### src/rtl/mpeg_stream_ctl.sv
// ---------------------------------------------------------------------------
// mpeg_stream_ctl
//
// Sequences the mpeg2video decoder. Host register writes are queued in a small
// config FIFO and replayed onto reg_addr/reg_dta_in/reg_wr_en, each strobe
// followed by REG_GAP idle cycles. In between, the laserdisc byte stream is
// gated through to stream_data/stream_valid while play is set, the decoder is
// not busy and no config write is waiting.
//
// Ports
//   sys_clk, rst                  clock, synchronous active-high reset
//   cfg_wr/cfg_addr/cfg_data      push one register write into the FIFO
//   cfg_full                      FIFO full (combinational from the fill count)
//   play                          level, permits streaming
//   flush                         pulse, abort: empty FIFO, clear counters/flags
//   src_data/src_valid/src_ready  upstream byte handshake
//   busy                          decoder back-pressure
//   reg_addr/reg_dta_in/reg_wr_en decoder register write port
//   stream_data/stream_valid      decoder byte port, one cycle per byte
//   byte_cnt                      bytes forwarded since reset/flush (wraps)
//   overflow                      sticky, a push arrived while the FIFO was full
//   stall                         sticky, busy held BUSY_TIMEOUT cycles while streaming
// ---------------------------------------------------------------------------
module mpeg_stream_ctl #(
  parameter int CFG_DEPTH    = 4,
  parameter int REG_GAP      = 3,
  parameter int BUSY_TIMEOUT = 65535
) (
  input  logic        sys_clk,
  input  logic        rst,
  input  logic        cfg_wr,
  input  logic [4:0]  cfg_addr,
  input  logic [31:0] cfg_data,
  output logic        cfg_full,
  input  logic        play,
  input  logic        flush,
  input  logic [7:0]  src_data,
  input  logic        src_valid,
  output logic        src_ready,
  input  logic        busy,
  output logic [4:0]  reg_addr,
  output logic [31:0] reg_dta_in,
  output logic        reg_wr_en,
  output logic [7:0]  stream_data,
  output logic        stream_valid,
  output logic [31:0] byte_cnt,
  output logic        overflow,
  output logic        stall
);

  localparam int AW = (CFG_DEPTH > 1) ? $clog2(CFG_DEPTH) : 1;
  localparam int CW = $clog2(CFG_DEPTH + 1);
  localparam int GW = $clog2(REG_GAP + 1);
  localparam int BW = $clog2(BUSY_TIMEOUT + 1);
  localparam int EW = 37;  // {addr[4:0], data[31:0]}

  typedef enum logic [1:0] {
    S_IDLE = 2'd0,
    S_WR   = 2'd1,
    S_GAP  = 2'd2,
    S_RUN  = 2'd3
  } state_t;

  state_t          state_reg, state_next;
  logic [GW-1:0]   gap_reg, gap_next;

  logic [EW-1:0]   fifo_mem [CFG_DEPTH];
  logic [AW-1:0]   wr_ptr_reg, rd_ptr_reg;
  logic [CW-1:0]   count_reg;

  logic [4:0]      reg_addr_reg;
  logic [31:0]     reg_dta_reg;
  logic            reg_wr_en_reg;
  logic [7:0]      stream_data_reg;
  logic            stream_valid_reg;
  logic [31:0]     byte_cnt_reg;
  logic            overflow_reg;
  logic            stall_reg;
  logic [BW-1:0]   busy_cnt_reg;

  logic fifo_empty, fifo_full;
  logic push_ok, push_drop, pop, handshake, in_run;

  assign fifo_empty = (count_reg == '0);
  assign fifo_full  = (count_reg == CW'(CFG_DEPTH));
  assign in_run     = (state_reg == S_RUN);

  // flush discards a simultaneous push; a push while full is dropped even if
  // the head is popped in the same cycle.
  assign push_ok   = cfg_wr & ~flush & ~fifo_full;
  assign push_drop = cfg_wr & ~flush & fifo_full;
  // S_WR is only entered with a non-empty FIFO, so no empty check is needed.
  assign pop       = (state_reg == S_WR) & ~flush;

  // A push into an empty FIFO also blocks the stream in the same cycle, so a
  // config write never loses the race against a byte.
  assign src_ready = in_run & play & ~busy & fifo_empty & ~cfg_wr & ~flush;
  assign handshake = src_ready & src_valid;
  assign cfg_full  = fifo_full;

  assign reg_addr     = reg_addr_reg;
  assign reg_dta_in   = reg_dta_reg;
  assign reg_wr_en    = reg_wr_en_reg;
  assign stream_data  = stream_data_reg;
  assign stream_valid = stream_valid_reg;
  assign byte_cnt     = byte_cnt_reg;
  assign overflow     = overflow_reg;
  assign stall        = stall_reg;

  // Next-state logic
  always_comb begin
    state_next = state_reg;
    gap_next   = gap_reg;
    case (state_reg)
      S_IDLE: begin
        if (!fifo_empty)  state_next = S_WR;
        else if (play)    state_next = S_RUN;
      end
      S_WR: begin
        state_next = S_GAP;
        gap_next   = GW'(REG_GAP - 1);
      end
      S_GAP: begin
        if (gap_reg == '0) begin
          if (!fifo_empty)  state_next = S_WR;
          else if (play)    state_next = S_RUN;
          else              state_next = S_IDLE;
        end else begin
          gap_next = gap_reg - 1'b1;
        end
      end
      S_RUN: begin
        if (!fifo_empty)  state_next = S_WR;
        else if (!play)   state_next = S_IDLE;
      end
      default: state_next = S_IDLE;
    endcase
    if (flush) begin
      state_next = S_IDLE;
      gap_next   = '0;
    end
  end

  // Config FIFO storage (no reset needed, validity is tracked by count_reg)
  always_ff @(posedge sys_clk) begin
    if (push_ok) fifo_mem[wr_ptr_reg] <= {cfg_addr, cfg_data};
  end

  always_ff @(posedge sys_clk) begin
    if (rst) begin
      state_reg        <= S_IDLE;
      gap_reg          <= '0;
      wr_ptr_reg       <= '0;
      rd_ptr_reg       <= '0;
      count_reg        <= '0;
      reg_addr_reg     <= '0;
      reg_dta_reg      <= '0;
      reg_wr_en_reg    <= 1'b0;
      stream_data_reg  <= '0;
      stream_valid_reg <= 1'b0;
      byte_cnt_reg     <= '0;
      overflow_reg     <= 1'b0;
      stall_reg        <= 1'b0;
      busy_cnt_reg     <= '0;
    end else begin
      state_reg <= state_next;
      gap_reg   <= gap_next;

      // pop/handshake are already gated by flush, so both strobes fall to 0
      // on a flush edge while reg_addr/reg_dta_in/stream_data hold.
      reg_wr_en_reg <= pop;
      if (pop) {reg_addr_reg, reg_dta_reg} <= fifo_mem[rd_ptr_reg];

      stream_valid_reg <= handshake;
      if (handshake) stream_data_reg <= src_data;

      if (flush) begin
        wr_ptr_reg   <= '0;
        rd_ptr_reg   <= '0;
        count_reg    <= '0;
        byte_cnt_reg <= '0;
        overflow_reg <= 1'b0;
        stall_reg    <= 1'b0;
        busy_cnt_reg <= '0;
      end else begin
        if (push_ok) wr_ptr_reg <= wr_ptr_reg + 1'b1;
        if (pop)     rd_ptr_reg <= rd_ptr_reg + 1'b1;
        case ({push_ok, pop})
          2'b10:   count_reg <= count_reg + 1'b1;
          2'b01:   count_reg <= count_reg - 1'b1;
          default: count_reg <= count_reg;
        endcase

        if (handshake) byte_cnt_reg <= byte_cnt_reg + 32'd1;
        if (push_drop) overflow_reg <= 1'b1;

        // Counts consecutive busy cycles while streaming; saturates and
        // raises the sticky stall flag on the cycle it reaches the limit.
        if (in_run && busy) begin
          if (busy_cnt_reg != BW'(BUSY_TIMEOUT)) begin
            busy_cnt_reg <= busy_cnt_reg + 1'b1;
            if (busy_cnt_reg == BW'(BUSY_TIMEOUT - 1)) stall_reg <= 1'b1;
          end
        end else begin
          busy_cnt_reg <= '0;
        end
      end
    end
  end

endmodule
### config.mk
export PLATFORM = sky130hd
export DESIGN_NAME = mpeg_stream_ctl
export DESIGN_NICKNAME = d
export VERILOG_FILES = /design/src/rtl/mpeg_stream_ctl.sv
export SDC_FILE = /design/constraint.sdc
export NUM_CORES = 1
export LEC_CHECK = 0
export ABC_AREA = 1
export CAP_MARGIN = 20
export CELL_PAD_IN_SITES_DETAIL_PLACEMENT = 0
export CELL_PAD_IN_SITES_GLOBAL_PLACEMENT = 1
export CORE_MARGIN = 3
export CORE_UTILIZATION = 30
export CTS_BUF_LIST = sky130_fd_sc_hd__clkbuf_8
export CTS_CLUSTER_SIZE = 16
export DETAILED_ROUTE_END_ITERATION = 8
export GPL_TIMING_DRIVEN = 0
export PLACE_DENSITY = 0.57
export SLEW_MARGIN = 40
export SYNTH_ARGS = -nofsm -noshare
export SYNTH_HDL_FRONTEND = slang
export SYNTH_SLANG_ARGS = --single-unit
### constraint.sdc
create_clock -name sys_clk -period 3 [get_ports sys_clk]
set_input_delay 0.45 -clock sys_clk [delete_from_list [all_inputs] [get_ports sys_clk]]
set_output_delay 0.45 -clock sys_clk [all_outputs]
set_load 0.1 [all_outputs]
==> results of run 1 <==
-- worst max-delay path, delay by kind of cell, from the launching register on --
family / cells / cell delay (ns)
simple gates: 3 / 0.46
flops: 1 / 0.29
buf+inv: 4 / 0.90
-- final timing paths --
path	startpoint	to	slack, ns	cells past startpoint
max reg2reg	state_reg[0]	count_reg[2]	0.45	13
min	gap_reg[0]	gap_reg[0]	0.43	1
max	count_reg[2]	src_ready	0.31	7
min reg2reg	gap_reg[0]	gap_reg[0]	0.43	1
-- power by group --
part	internal, W	switching (W)
registers	0.00378	0.0000237
logic	0.000145	0.000354
clock network	0.00149	0.00150
-- routing by layer --
layer / track usage [%] / vias up / routed length, um
li1: - / 4138 / -
met1: 21.06 / 3792 / 14100
met2: 24.88 / 180 / 13290
met5: 0 / - / 0
met3: 3.076 / 55 / 1377
met4: 5.170 / 0 / 822
-- logic make-up after synthesis --
family | Yosys count | synth area share, %
buffers and inverters | 174 | 6.501
adders and majority gates | 10 | 1.255
xor gates and xnor gates | 3 | 0.2487
DFF | 256 | 62.53
and+or+nand+nor | 411 | 16.21
AOI/OAI and AO/OA | 249 | 13.25
-- cell usage after synthesis, types with 9 or more instances --
cell	n	area, um2
o21bai_1	38	285.3
ha_1	9	112.6
edfxtp_1	148	4444
clkbuf_1	31	116.4
nor2_1	202	758.2
o21ai_0	122	610.6
nand2_1	124	465.5
nor3_1	12	60.06
dfxtp_1	108	2162
buf_2	9	45.04
a21oi_1	26	130.1
nand4_1	14	87.58
inv_1	126	473.0
o22ai_1	37	231.5
nand3_1	46	230.2
o21ai_1	19	95.09
-- final cells by class --
| type | count | area [um2] |
|---|---|---|
| Inverter | 129 | 484.2 |
| Clock inverter | 38 | 191.4 |
| Clock buffer | 47 | 646.9 |
| Sequential cell | 256 | 6606 |
| Antenna cell | 2 | 5.005 |
| Multi-Input combinational cell | 673 | 3313 |
| Buffer | 45 | 202.7 |
| Tap cell | 455 | 569.3 |
| Timing Repair Buffer | 143 | 1149 |
| Fill cell | 3517 | 21460 |
-- per-stage QoR --
step	hold slack (ns)	power [W]	worst slack, ns	TNS (ns)	instances
after floorplan	0.4058	0.004173	0.1370	0	1103
after global placement	0.4180	0.004384	-2.171	-305.77	1692
after detailed placement	0.4236	0.004378	-0.04243	-0.04243	1701
after CTS	0.4322	0.007409	0.2581	0	1786
after global routing	0.4414	0.007604	0.09949	0	1788
final	0.4281	0.007289	0.3134	0	1788
==> metrics, run 1 <==
initial antenna violation count 2; largest net degree at the start of global routing 18; Net Count, Synth 1,165; first-pass GRT wire length 46.29 mm; Rows 68; transition time of the tightest slew-check pin 0.6608 ns; PortBufs 134; status finished clean; Final nets 1,356; Power Density 553.5 nW/um2; CP max stage delay 0.43 ns; Pre-antenna DRT Iters 5; final core occ 38.03%; Critical Path RT 2.55 ns; DRT iter0 DRCs 391; grt ovf 0; clk buf depth 3; Avg WL per Cell 16.55 um; mapped cell area 10,570 um2; Synth async-reset ratio 0%; Worst Path Arrival 2.24 ns; slowest cell on the critical path buf_2; YS warnings 0; Finish-stage setup viols 0; leakage power 5.167 nW; top-level I/O count 135; Main synth FF type edfxtp_1; endpoints failing hold 0; Max Slew Vio Count 0; Avg Synthesized Cell Area 9.579 um2; GRT Overall Usage 15.48%; # DRC 0; Worst slew margin 55.95%; final period demand of the worst path 2.687 ns; Die X 193.7 um; TritonCTS clock tree done; H-tree Lvls 2; number of flip-flops under the largest register name 148; most frequent cells in the layout 198 x nor2_1, 148 x edfxtp_1, 137 x inv_1; initial core utilization 30.51%; Clock Skews 0.02763 ns; share of layout cells above drive strength 1 13.60%; Yosys reg bits 256; Die ar. 37,500 um2; routability cong. 0.7562; DP HPWL 20.39 mm; Routed Wire Length 29.59 mm; Die H 193.7 um; commonest non-fill, non-tap cell in the layout nor2_1; later-pin clock latency in the skew report 0.58 ns; cell count after synthesis 1,103; VDD IR max 0.2587 mV; synth-to-layout area growth 24.63%; sequential fraction of the synthesis area 62.53%; Post-CTS Setup Bufs 0; core area 34,630 um2; Antenna Violating Nets Remaining 0; Clock Sink Count 256; period utilization 89.55%; TritonCTS Buffers 46; Worst-path clk slew 0.06 ns; CP Max Fanout 10; CP Launch Type flip-flop; CP endpoint kind primary output; crit-path cells inv_1 -> nand2_1 -> nor2_4 -> nand2_1 -> inv_2 -> buf_6 -> buf_2; vias per inst 4.567; vias 8,165; EDFF count, synth 148; vias in the first global route 8,015; Worst Hold Class flip-flop to flip-flop; crit path kind flip-flop to primary output; RSZ-0062 raised after global routing false; Post-CTS Resized 0; Synth cell types 33; hold buffer count at CTS 0; placed instance area 12,320 um2; design area 13,170 um2; max cap viols 0; fmax 372.2 MHz; root buf cell clkbuf_8; cell mode on critical path nand2_1
No activity file was read; power rests on OpenSTA's default activity.
==> run 2: changes to the inputs <==
--- a/config.mk
+++ b/config.mk
@@ -12,11 +12,11 @@
 export CORE_MARGIN = 3
 export CORE_UTILIZATION = 30
 export CTS_BUF_LIST = sky130_fd_sc_hd__clkbuf_8
-export CTS_CLUSTER_SIZE = 16
 export DETAILED_ROUTE_END_ITERATION = 8
 export GPL_TIMING_DRIVEN = 0
-export PLACE_DENSITY = 0.57
+export PLACE_DENSITY = 0.6
 export SLEW_MARGIN = 40
 export SYNTH_ARGS = -nofsm -noshare
 export SYNTH_HDL_FRONTEND = slang
 export SYNTH_SLANG_ARGS = --single-unit
+export TNS_END_PERCENT = 10
==> constraint.sdc (replaced) <==
create_clock -name sys_clk -period 2.4 [get_ports sys_clk]
set_input_delay 0.36 -clock sys_clk [delete_from_list [all_inputs] [get_ports sys_clk]]
set_output_delay 0.36 -clock sys_clk [all_outputs]
set_load 0.1 [all_outputs]
==> run 2 against run 1 <==
  * Worst setup slack got worse by 0.17 ns
  * Sequential power increased by 25%
  * Final area increased by 1.7%
  * Utilization increased by 0.66 points
  * Sequential share of layout area decreased by 0.83 points
  * Largest cell class unchanged
==> metrics, run 2 (synthesized netlist as in run 1, its figures left out) <==
status finished clean; period utilization 93.84%; DRT iter0 DRCs 441 (+13%); Combinational Power Share 6.5% (-0.4 points); largest net degree at the start of global routing 18 (unchanged); most frequent cells in the layout 196 x nor2_1, 148 x edfxtp_1, 138 x inv_1; grt ovf 0 (unchanged); worst reg2reg endpoint count_reg[2]; Fillers 3,496 (-0.60%); Final nets 1,361 (+0.37%); TritonCTS clock tree done; initial core utilization 30.51% (unchanged); transition time of the tightest slew-check pin 0.6547 ns (-0.006109 ns); Max Slew Vio Count 0 (unchanged); NetSw 0.002427 W (+29%); Power Density 726.0 nW/um2 (+31%); Avg WL per Cell 16.37 um (-1.1%); met2 routed wirelength 13.48 mm (+1.5%); vias per inst 4.577 (+0.24%); final period demand of the worst path 2.252 ns; crit path from count_reg[0]; share of layout cells above drive strength 1 15.24% (+1.6 points); H-tree Lvls 2 (unchanged); reg2reg path depth 13 (unchanged); Antenna Violating Nets Remaining 0 (unchanged); setup TNS 0 ns (unchanged); DP HPWL 20.01 mm (-1.8%); clk buf depth 3 (unchanged); core area 34,630 um2 (unchanged); first-pass GRT wire length 46.22 mm (-0.16%); Worst Hold Class input pin to flip-flop; Routed Wire Length 29.36 mm (-0.77%); met1 WL 13.90 mm (-1.4%); CP endpoint kind primary output; number of flip-flops under the largest register name 148 (unchanged); RSZ-0062 raised after global routing false; uppermost layer routed met4; worst r2r src state_reg[0]; Die ar. 37,500 um2 (unchanged); Finish-stage setup viols 0 (unchanged); synth-to-layout area growth 26.79%; fmax 444.0 MHz; initial antenna violation count 0 (-2); CP Max Fanout 10 (unchanged); vias 8,212 (+0.58%); VDD IR max 0.3271 mV (+26%); root buf cell clkbuf_8; Rows 68 (unchanged); PortBufs 134 (unchanged); placed instance area 12,330 um2 (about the same); Die X 193.7 um (unchanged); hold buffer count at CTS 0 (unchanged); Critical Path End src_ready; crit path kind flip-flop to primary output; design area 13,400 um2 (+1.7%); Clock Skews 0.03516 ns (+0.007528 ns); vias in the first global route 8,080 (+0.81%); Die H 193.7 um (unchanged); met3 wire length 1.310 mm (-4.9%); endpoints failing hold 0 (unchanged); max cap viols 0 (unchanged); leakage power 5.299 nW (+2.6%); Worst-path clk slew 0.06 ns (about the same); routability cong. 0.7602 (+0.53%); Pre-antenna DRT Iters 5 (unchanged); TritonCTS Buffers 48 (+4.3%); Critical Path RT 2.04 ns (-0.51 ns); R2R Setup Slk 0.26 ns (-0.19 ns); Worst slew margin 56.36% (+0.41 points); Clk pwr share 44.7% (+3.7 points); GRT Overall Usage 15.52% (+0.044 points); # DRC 0 (unchanged); Seq pwr share 48.8% (-3.3 points); internal power 0.007298 W (+35%); WHS Path Cells 3 (+2); Switching Share 24.96% (-0.86 points); CP Launch Type flip-flop; Clock Sink Count 256 (unchanged); later-pin clock latency in the skew report 0.62 ns (+0.04 ns); commonest non-fill, non-tap cell in the layout nor2_1; # diodes 0 (-2); Worst Path Arrival 1.89 ns (-0.35 ns); top-level I/O count 135 (unchanged)
[run 2: what timing repair did]
| item | CTS | global route |
|---|---|---|
| setup endpoints to repair | 3 | 2 |
| resized for setup | 9 | 9 |
| setup buffers | 0 | 3 |
| pin swaps | 0 | 1 |
| gates cloned | 0 | 0 |
[run 2: how the worst min path moves through the flow]
stage                           endpoint   startpoint  slack (ns)
final                     stream_data[0]  src_data[0]        0.34
after global routing      stream_data[5]  src_data[5]        0.33
after floorplan               gap_reg[0]   gap_reg[0]        0.41
after detailed placement      gap_reg[0]   gap_reg[0]        0.42
after CTS                 stream_data[5]  src_data[5]        0.29
after global placement        gap_reg[0]   gap_reg[0]        0.42
[run 2: cell type report]
class	instances	area, um2	area share (%)
plain buffers	45	210.2	1.569
clock buffers	53	729.5	5.446
clock inverters	37	267.8	1.999
inverters	129	484.2	3.615
multi-input cells	673	3339	24.93
flip-flops and latches	256	6609	49.34
well taps	455	569.3	4.250
repair buffers	146	1186	8.855
[run 2: stage by stage]
step | instances | power, W | util [%] | worst slack [ns] | hold WS, ns
after floorplan | 1103 | 0.005217 | - | -0.4012 | 0.4058
after global placement | 1692 | 0.005480 | 36.07 | -2.536 | 0.4171
after detailed placement | 1701 | 0.005471 | 35.60 | -0.5984 | 0.4234
after CTS | 1791 | 0.009908 | 38.57 | -0.001534 | 0.2888
after global routing | 1794 | 0.01016 | 38.68 | 0.01215 | 0.3338
final | 1794 | 0.009725 | 38.68 | 0.1479 | 0.3429
[run 2: metal layers]
| metal | vias to the layer above | GRT usage (%) |
|---|---|---|
| li1 | 4143 | - |
| met1 | 3850 | 20.96 |
| met2 | 178 | 24.73 |
| met3 | 41 | 3.197 |
| met4 | 0 | 5.813 |
| met5 | - | 0 |
[run 2: critical path, cell delays in order (launching register included)]
cell,delay (ns)
dfxtp_1,0.34
nor2_1,0.13
nand2_2,0.10
nor2_4,0.17
nand2_1,0.10
inv_2,0.10
buf_6,0.15
buf_12,0.18
[run 2: power by group through the flow]
stage	Combinational, W	Clock [W]	Sequential (W)
6_report	0.000627	0.00435	0.00475
5_1_grt	0.000674	0.00473	0.00476
4_1_cts	0.000634	0.00452	0.00475
3_5_place_dp	0.000629	0	0.00484
3_3_place_gp	0.000632	0	0.00485
2_1_floorplan	0.000170	0	0.00505
